--- src/rtl/jpeg_buf_pkg.sv ---
// Shared definitions for the JPEG block ping-pong buffer: block geometry,
// zigzag-scan to raster index mapping, and MSB-first flat block layout helpers.
// Element 0 of a flat block occupies the most significant sample slot.
package jpeg_buf_pkg;

  localparam int BLK_DEPTH = 64;
  localparam int SAMPLE_W  = 10;

  typedef logic [SAMPLE_W-1:0]           sample_t;
  typedef logic [SAMPLE_W*BLK_DEPTH-1:0] flat_blk_t;

  // Raster index of the k-th coefficient in zigzag scan order, entry 0 in the MSBs.
  localparam logic [6*64-1:0] ZZ_TAB = {
    6'd0,  6'd1,  6'd8,  6'd16, 6'd9,  6'd2,  6'd3,  6'd10,
    6'd17, 6'd24, 6'd32, 6'd25, 6'd18, 6'd11, 6'd4,  6'd5,
    6'd12, 6'd19, 6'd26, 6'd33, 6'd40, 6'd48, 6'd41, 6'd34,
    6'd27, 6'd20, 6'd13, 6'd6,  6'd7,  6'd14, 6'd21, 6'd28,
    6'd35, 6'd42, 6'd49, 6'd56, 6'd57, 6'd50, 6'd43, 6'd36,
    6'd29, 6'd22, 6'd15, 6'd23, 6'd30, 6'd37, 6'd44, 6'd51,
    6'd58, 6'd59, 6'd52, 6'd45, 6'd38, 6'd31, 6'd39, 6'd46,
    6'd53, 6'd60, 6'd61, 6'd54, 6'd47, 6'd55, 6'd62, 6'd63
  };

  function automatic logic [5:0] zz_to_raster(input logic [5:0] k);
    return ZZ_TAB[6*(63-int'(k)) +: 6];
  endfunction

  // Bit offset of element idx in an MSB-first flat block.
  function automatic int elem_lsb(input int idx, input int width, input int depth);
    return width * (depth - 1 - idx);
  endfunction

  function automatic flat_blk_t pack_block(input sample_t blk [BLK_DEPTH]);
    flat_blk_t flat;
    flat = '0;
    for (int i = 0; i < BLK_DEPTH; i++)
      flat[elem_lsb(i, SAMPLE_W, BLK_DEPTH) +: SAMPLE_W] = blk[i];
    return flat;
  endfunction

  function automatic void unpack_block(input flat_blk_t flat, output sample_t blk [BLK_DEPTH]);
    for (int i = 0; i < BLK_DEPTH; i++)
      blk[i] = flat[elem_lsb(i, SAMPLE_W, BLK_DEPTH) +: SAMPLE_W];
  endfunction

endpackage

--- src/rtl/block_bank.sv ---
// One block of sample storage: single-element write port or whole-block load.
// Writes land on the clock edge; rd_data is the registered contents, packed MSB-first.
// No handshake here; the parent decides when a write or load is allowed.
// Ports: clock/reset_n, wr_en/wr_addr/wr_data, load_en/load_data, rd_data.
module block_bank import jpeg_buf_pkg::*; #(
  parameter int DATA_WIDTH = 10,
  parameter int DEPTH      = 64,
  localparam int IW        = $clog2(DEPTH)
) (
  input  logic                          clock,
  input  logic                          reset_n,
  input  logic                          wr_en,
  input  logic [IW-1:0]                 wr_addr,
  input  logic [DATA_WIDTH-1:0]         wr_data,
  input  logic                          load_en,
  input  logic [DATA_WIDTH*DEPTH-1:0]   load_data,
  output logic [DATA_WIDTH*DEPTH-1:0]   rd_data
);

  logic [DATA_WIDTH-1:0] mem [DEPTH];

  always_ff @(posedge clock or negedge reset_n) begin
    if (!reset_n) begin
      for (int i = 0; i < DEPTH; i++) mem[i] <= '0;
    end else if (load_en) begin
      for (int i = 0; i < DEPTH; i++)
        mem[i] <= load_data[elem_lsb(i, DATA_WIDTH, DEPTH) +: DATA_WIDTH];
    end else if (wr_en) begin
      mem[wr_addr] <= wr_data;
    end
  end

  always_comb begin
    rd_data = '0;
    for (int i = 0; i < DEPTH; i++)
      rd_data[elem_lsb(i, DATA_WIDTH, DEPTH) +: DATA_WIDTH] = mem[i];
  end

endmodule

--- src/rtl/block_pingpong_buffer.sv ---
// Double-buffered block store: serial (raster/zigzag) or one-cycle parallel fill,
// block presented the cycle after its last beat / its load. in_ready drops while the
// write bank is still full, or while load_en/flush claim the cycle; out holds until taken.
// Ports: in_valid/in_ready/in_data/zigzag_en serial side, load_en/load_data/load_err,
// flush, out_valid/out_ready/out_data consumer side, fill_level = full bank count.
module block_pingpong_buffer import jpeg_buf_pkg::*; #(
  parameter int DATA_WIDTH = 10,
  parameter int DEPTH      = BLK_DEPTH
) (
  input  logic                          clock,
  input  logic                          reset_n,
  input  logic                          in_valid,
  output logic                          in_ready,
  input  logic [DATA_WIDTH-1:0]         in_data,
  input  logic                          zigzag_en,
  input  logic                          load_en,
  input  logic [DATA_WIDTH*DEPTH-1:0]   load_data,
  input  logic                          flush,
  output logic                          load_err,
  output logic                          out_valid,
  input  logic                          out_ready,
  output logic [DATA_WIDTH*DEPTH-1:0]   out_data,
  output logic [1:0]                    fill_level
);

  localparam int IW               = $clog2(DEPTH);
  localparam bit ZZ_OK            = (DEPTH == BLK_DEPTH);
  localparam logic [IW-1:0] LAST  = IW'(DEPTH - 1);

  logic [1:0]    full_q, full_d;
  logic          wr_bank_q, rd_bank_q;
  logic [IW-1:0] wr_idx_q;
  logic          zz_mode_q;
  logic          load_err_q;

  logic          first_beat, zz_now, beat, last_beat, load_ok, consume;
  logic [IW-1:0] wr_addr;
  logic [DATA_WIDTH*DEPTH-1:0] rd_data [2];

  assign in_ready   = !full_q[wr_bank_q] && !load_en && !flush;
  assign beat       = in_valid && in_ready;
  assign first_beat = (wr_idx_q == '0);
  // The first beat of a block already uses the mode it samples.
  assign zz_now     = first_beat ? (zigzag_en && ZZ_OK) : zz_mode_q;
  assign last_beat  = beat && (wr_idx_q == LAST);
  // A parallel load may only start on a block boundary.
  assign load_ok    = load_en && !flush && !full_q[wr_bank_q] && first_beat;
  assign consume    = full_q[rd_bank_q] && out_ready;

  always_comb begin
    wr_addr = wr_idx_q;
    if (ZZ_OK && zz_now) wr_addr = IW'(zz_to_raster(6'(wr_idx_q)));
  end

  // Fill and drain touch different banks whenever both happen, so both apply.
  always_comb begin
    full_d = full_q;
    if (consume) full_d[rd_bank_q] = 1'b0;
    if (last_beat || load_ok) full_d[wr_bank_q] = 1'b1;
  end

  always_ff @(posedge clock or negedge reset_n) begin
    if (!reset_n) begin
      full_q     <= '0;
      wr_bank_q  <= 1'b0;
      rd_bank_q  <= 1'b0;
      wr_idx_q   <= '0;
      zz_mode_q  <= 1'b0;
      load_err_q <= 1'b0;
    end else begin
      full_q     <= full_d;
      load_err_q <= load_en && !load_ok;
      if (consume) rd_bank_q <= !rd_bank_q;
      if (last_beat || load_ok) wr_bank_q <= !wr_bank_q;
      if (flush) begin
        wr_idx_q <= '0;
      end else if (beat) begin
        wr_idx_q <= last_beat ? '0 : wr_idx_q + 1'b1;
        if (first_beat) zz_mode_q <= zz_now;
      end
    end
  end

  for (genvar b = 0; b < 2; b++) begin : g_bank
    block_bank #(
      .DATA_WIDTH (DATA_WIDTH),
      .DEPTH      (DEPTH)
    ) u_bank (
      .clock      (clock),
      .reset_n    (reset_n),
      .wr_en      (beat && (wr_bank_q == 1'(b))),
      .wr_addr    (wr_addr),
      .wr_data    (in_data),
      .load_en    (load_ok && (wr_bank_q == 1'(b))),
      .load_data  (load_data),
      .rd_data    (rd_data[b])
    );
  end

  assign out_valid  = full_q[rd_bank_q];
  assign out_data   = rd_data[rd_bank_q];
  assign fill_level = {1'b0, full_q[0]} + {1'b0, full_q[1]};
  assign load_err   = load_err_q;

endmodule

--- config.mk ---
export PLATFORM = sky130hd
export DESIGN_NAME = block_pingpong_buffer
export DESIGN_NICKNAME = d
export VERILOG_FILES = /design/src/rtl/jpeg_buf_pkg.sv /design/src/rtl/block_bank.sv /design/src/rtl/block_pingpong_buffer.sv
export SDC_FILE = /design/constraint.sdc
export NUM_CORES = 2
export LEC_CHECK = 0
export BUFFER_PORTS_ARGS = -buffer_cell sky130_fd_sc_hd__buf_2
export CAP_MARGIN = 20
export CORE_AREA = 2 2 501 503
export CTS_CLUSTER_DIAMETER = 60
export CTS_CLUSTER_SIZE = 40
export DETAILED_ROUTE_END_ITERATION = 10
export DIE_AREA = 0 0 503 505
export HOLD_SLACK_MARGIN = 0.06
export PLACE_DENSITY = 0.58
export SYNTH_ARGS = -nofsm -noshare
export SYNTH_HDL_FRONTEND = slang
export SYNTH_HIERARCHICAL = 1
export SYNTH_SLANG_ARGS = --single-unit
--- constraint.sdc ---
create_clock -name clock -period 4.7 [get_ports clock]
set_input_delay 0 -clock clock [delete_from_list [all_inputs] [get_ports clock]]
set_output_delay 0 -clock clock [all_outputs]
set_load 0.01 [all_outputs]
# Yosys cells after proc, flatten, opt, wreduce, memory -nomap -nowiden
# Cells that the tools add are included.
# word_totals
output_inout_bits	645
ff_bits	1292
input_bits	657
elab_cells	208
# op_classes
bitwise_logic	7
n_mul	1
shifts	1
n_eq_ne	1
magnitude_cmp	7
reduce_logical	28
addsub	3
muxes	26
# op_table
op	n
640-bit 2-to-1 mux	7
640-bit bitwise mux	2
384-bit by 11-bit variable part select with 6-bit output, first input constant	1
10-bit demux with 6-bit select	1
6-bit 2-to-1 mux	4
1-bit logical AND	16
3-bit by 7-bit multiplier with 10-bit output, first input constant	1
10-bit 2-to-1 mux	1
7-bit greater-or-equal comparator, second input constant	1
7-bit by 1-bit < comparator with 1-bit output, second input constant	1
1-bit 2-to-1 mux	7
6-bit inverter with 7-bit output	1
6-bit by 6-bit subtractor with 7-bit output, first input constant	1
6-bit by 1-bit adder with 6-bit output, second input constant	1
6-bit equality test, second input constant	1
1-bit zero test	6
6-bit zero test	1
2-bit nonzero test	3
1-bit by 2-bit < comparator with 1-bit output, second input constant	2
2-bit 2-to-1 mux	2
3-bit AND reduction	1
1-bit by 1-bit adder with 2-bit output	1
2-bit bitwise AND	1
1-bit demux with 1-bit select	2
7 further kinds	9

# Logic depth before layout (Yosys ltp)
# logic_depth
ltp_word	12
depth_mapped	21
depth_no_buf	14

# By module
# The synthesis kept the hierarchy.
# by_module_without_submodules
mod	seq_area_each_um2	area_each_um2	cells_each	n_inst
block_bank	16015.4	32610.0	3724	2
block_pingpong_buffer	300.3	10481.3	1121	1

# Worst setup path after synthesis
# No wires, ideal clock.
# synth_timing
path_type	register to register
start	register wr_idx_q[0]
end	register g_bank[0].u_bank.mem, in the netlist g_bank[0].u_bank/rd_data[406]
t_required_ns	4.574
setup_ns	0.126
stages_incl_launch_ff	21
path_buffers	8
synth_period_minus_slack_ns	5.055
slack_ns	-0.355
arrival_ns	4.929
cell_sequence	dfrtp_1 buf_6 clkbuf_1 inv_1 ha_1 ha_1 inv_1 fa_1 buf_2 buf_2 clkbuf_1 o21ai_0 o311ai_0 a31oi_1 a211oi_1 buf_2 nand3_2 buf_2 clkbuf_1 o21ai_0 a21oi_1
# synth_via
elab_chain_cells	12
elab_cells_between_ends	18
cone_classes	1 x add/sub; 1 x mul; 2 x order compare; 1 x shift; 7 x mux; 1 x bitwise; 5 x reduce/logical
# synth_lines
item	line	rtl
start: declaration	block_pingpong_buffer.sv:32	logic [IW-1:0] wr_idx_q;
start signal: assignment	block_pingpong_buffer.sv:78	wr_idx_q <= last_beat ? '0 : wr_idx_q + 1'b1;
6-bit by 6-bit subtractor with 7-bit output	jpeg_buf_pkg.sv:25	return ZZ_TAB[6*(63-int'(k)) +: 6];
3-bit by 7-bit multiplier with 10-bit output	jpeg_buf_pkg.sv:25	
384-bit by 11-bit variable part select with 6-bit output	jpeg_buf_pkg.sv:25	
6-bit 2-to-1 mux *	block_pingpong_buffer.sv:52	if (ZZ_OK && zz_now) wr_addr = IW'(zz_to_raster(6'(wr_idx_q)));
named net wr_addr[2]	block_pingpong_buffer.sv:37	logic [IW-1:0] wr_addr;
6-bit inverter with 7-bit output (not written as such) *	block_bank.sv:29	mem[wr_addr] <= wr_data;
7-bit greater-or-equal comparator (not written as such) / 7-bit by 1-bit < comparator with 1-bit output (equally long branches)	block_bank.sv:29	
1-bit logical AND (not written as such)	block_bank.sv:29	
10-bit 2-to-1 mux (not written as such)	block_bank.sv:29	
10-bit demux with 6-bit select *	block_bank.sv:29	
640-bit bitwise mux *	block_bank.sv:29	
640-bit 2-to-1 mux *	block_bank.sv:28	end else if (wr_en) begin
640-bit 2-to-1 mux *	block_bank.sv:25	end else if (load_en) begin
end signal: indexed assignment	block_bank.sv:27	mem[i] <= load_data[elem_lsb(i, DATA_WIDTH, DEPTH) +: DATA_WIDTH];
end signal: indexed assignment	block_bank.sv:29	
end: declaration	block_bank.sv:20	logic [DATA_WIDTH-1:0] mem [DEPTH];
# The timed path passes the listed nets; every way through them passes the cells marked *. The select of a mux whose other input is x is not followed.
# A chain may end at the register's enable or synchronous reset.

# Worst setup path in the final report
# layout_timing
start	register wr_idx_q[1]
end	register g_bank[0].u_bank.mem, in the netlist g_bank[0].u_bank/rd_data[69]
# The elaborated chain is that of the path after synthesis.

==> run_results.csv <==
group,metric,value,unit
timing,min_period,4710,ps
timing,slew_headroom,26.46,%
critical_path,critPathKind,"reg -> reg",
detailed_routing,drc,0,
cells_and_area,fillers,23830,
floorplan,die_w,503,um
global_routing,grt_usage,37.06,%
clock_network,cts_sinks,1292,
clock_network,cts_root_buf,"clkbuf_16",
critical_path,cpLargestDelayFamily,"compound AO/OA/AOI/OAI gates",
hold_path,hold_path_depth,4,
synthesis,yosysUniqueCellTypes,82,
synthesis,yosysWarnings,6,
detailed_routing,drt_iter0_drc,13000,
floorplan,std_cell_rows,183,
timing,drv_slew,0,
placement,gp_congestion,0.9392,
cells_and_area,finalNetCount,11620,
cells_and_area,syn_to_final_growth,46.19,%
synthesis,syn_avg_cell_area,8.834,um2
power,fin_total_pwr,64.12,mW
cells_and_area,final_common_cell,"a21oi_1",
floorplan,io_pins,1302,
critical_path,cpMaxStageDelayCell,"fa_2",
global_routing,antenna_found_initial,188,
placement,dpl-instance-area,90950,um2
critical_path,crit_cells,16,
power,leakagePower,42.65,nW
placement,hpwl,337100,um
clock_network,cts_tree,"done",
detailed_routing,dr_total_vias,86600,
synthesis,synthFlopType,"dfrtp_1",
cells_and_area,drive_gt1_share,28.40,%
synthesis,synth_area,75700,um2
status,status,"complete, but fails checks",
hold_path,hp-class,"in -> reg",
critical_path,crit_top_cell,"a311o_1",
timing,period_share,100.2,%
floorplan,die_h,505,um
timing,clock.fmax,212.3,MHz
placement,port_buffers,1301,
clock_network,numCtsBuffers,141,
synthesis,syn_nets,9251,
status,violations,"negative setup slack",
global_routing,grt_pass1_vias,83030,
cells_and_area,regArea,32330,um2
timing,hold_viol_final,0,
global_routing,gr-max-usage-layer,"met2",
run,drv_cap,0,
power,peakVddDrop,0.0004145,V
hold_path,worstHoldStart,"load_data[384]",
synthesis,ys_seq_elements,1292,
cells_and_area,design_area,110700,um2
critical_path,cp.arrival,5460,ps
floorplan,core_area,248200,um2
critical_path,r2r_start,"wr_idx_q[1]",
detailed_routing,via_per_inst,5.963,
critical_path,reg2reg_depth,16,
clock_network,clk_pin_slew_worst_paths,80,ps
floorplan,initial_core_util,30.50,%
timing,worst_slew_pin_slew,1072,ps
global_routing,grt_max_degree,164,
global_routing,globalRouteMet3Util,13.13,%
critical_path,cpPeakStageDelay,680,ps
timing,skew,60.05,ps
clock_network,htreeDepth,4,
global_routing,grt_pass1_wl,666000,um
global_routing,grt-ovfl-total,0,
timing,rsz0062_at_grt,"yes",
detailed_routing,wl,504100,um
critical_path,critPathCaptureType,"flop",
detailed_routing,drtPass1Iterations,7,
critical_path,crit_path_start,"wr_idx_q[1]",
global_routing,grt_use_met1,45.10,%
timing,setup_slack,-9.941,ps
cells_and_area,final_cell_mix,"a21oi_1, buf_2, dfrtp_1, nor2b_1, dlygate4sd3_1",
critical_path,crit_required,5450,ps
timing,finalSetupViolCount,1,
global_routing,met2_usage,52.66,%
synthesis,synth-edff-count,0,
clock_network,cts_buffer_depth,3,
synthesis,synth-async-reset-ratio,100.0,%
detailed_routing,routed_wire_length_per_instance,34.72,um
critical_path,cp_num_buf_inv,4,
power,p_per_area,579.4,nW/um2
critical_path,path_max_fanout,19,
floorplan,die_area,254000,um2
critical_path,startpoint_type,"flop",
critical_path,cp_cell_sequence,"inv_2 -> ha_4 -> ha_4 -> inv_1 -> fa_2 -> nand2b_4 -> a311o_1 -> nor3_2 -> a311o_1 -> a311o_1 -> a221o_4 -> or3b_4 -> buf_12 -> clkbuf_16 -> o21ai_0 -> a21oi_1",
synthesis,syn_inst,8569,
clock_network,clkLatencyLatePin,860,ps
synthesis,yosysSeqAreaShare,42.71,%
cells_and_area,multi_input_area,39550,um2
detailed_routing,ant_nets,0,
[registers in the layout, summed over array words and instances, names as in the netlist]
name	count
load_err	1
zz_mode_q	1
rd_bank_q	1
wr_bank_q	1
full_q	2
g_bank.u_bank/rd_data	1280
wr_idx_q	6
[where the power goes]
part	internal, mW	switching, mW	total [mW]
registers	16.6	2.94	19.5
clock network	6.63	5.86	12.5
logic	13.1	19.0	32.1
[synthesized netlist by cell type (19+ instances only)]
| master | count | area, um2 |
|---|---|---|
| buf_4 | 81 | 608.1 |
| buf_2 | 176 | 880.8 |
| clkbuf_1 | 569 | 2136 |
| nor2b_1 | 1284 | 8033 |
| a21oi_1 | 2589 | 12960 |
| buf_6 | 51 | 574.3 |
| nand3_1 | 19 | 95.09 |
| buf_1 | 23 | 86.33 |
| dfrtp_1 | 1292 | 32330 |
| mux2_2 | 648 | 7297 |
| o21ai_1 | 490 | 2452 |
| ha_1 | 24 | 300.3 |
| and4_1 | 22 | 192.7 |
| o21ai_0 | 821 | 4109 |
| nand2_1 | 31 | 116.4 |
| and4b_1 | 48 | 480.5 |
| inv_1 | 20 | 75.07 |
| nor2_1 | 30 | 112.6 |
| clkbuf_2 | 104 | 520.5 |
| and4bb_2 | 24 | 300.3 |
[what timing repair did]
item | 4_1_cts | 5_1_grt
gates resized for setup | 11 | 258
endpoints found under the setup margin | 110 | 1250
hold buffers | 1262 | 0
setup buffers | 3 | 33
gates cloned | 1 | 26
pin swaps | 3 | 37
hold endpoints to repair | 1817 | 0
[tightest hold or removal path: cells and delay by family]
family,cells,cell delay [ps]
buf+inv,2,780
simple gates,1,100
compound gates,1,50
[routing by layer]
metal  vias up  share of wire (%)
met5         -              0.079
met4        56                9.6
met3      1856                 13
met2      6834                 41
met1     42690                 37
li1      35160                  -
[final timing paths]
kind                       slack, ps                       endpoint
setup / recovery                 -10   g_bank[0].u_bank/rd_data[69]
hold / removal                    90  g_bank[0].u_bank/rd_data[384]
setup reg to reg                 -10   g_bank[0].u_bank/rd_data[69]
hold reg to reg                  520  g_bank[1].u_bank/rd_data[462]
max in group asynchronous       3580  g_bank[0].u_bank/rd_data[473]
min in group asynchronous        100  g_bank[1].u_bank/rd_data[110]
[metrics by stage]
step	utilization (%)	setup slack [ps]	std cells	setup TNS [ps]	hold slack, ps
after CTS	43.83	3.285	14320	0	60.14
after detailed placement	36.64	-57.92	12800	-290.6	144.6
after global routing	44.53	-66.91	14460	-1720	83.80
after floorplan	-	2.069	8569	0	-295.6
final	44.59	-9.941	14520	-9.941	90.73
after global placement	36.64	-86.57	12800	-4474	126.8
[cells by family after synthesis]
family,after synthesis,share of synthesized area (%)
multiplexers,664,9.933
buffers and inverters,1025,6.453
adder cells (fa/ha/maj),25,0.4231
flip-flops,1292,42.71
AND/OR/NAND/NOR,1565,13.62
XOR/XNOR,5,0.07770
AO/OA/AOI/OAI,3993,26.78
[layout make-up]
class,instances,share of cell area [%]
diodes,139,0.3143
well taps,3330,3.765
clock inverters,101,1.198
flip-flops and latches,1292,29.22
inverters,21,0.07123
clock buffers,157,3.382
repair buffers,3229,26.32
multi-input cells,6253,35.73
Note: power is estimated with default switching activity, not from simulation.
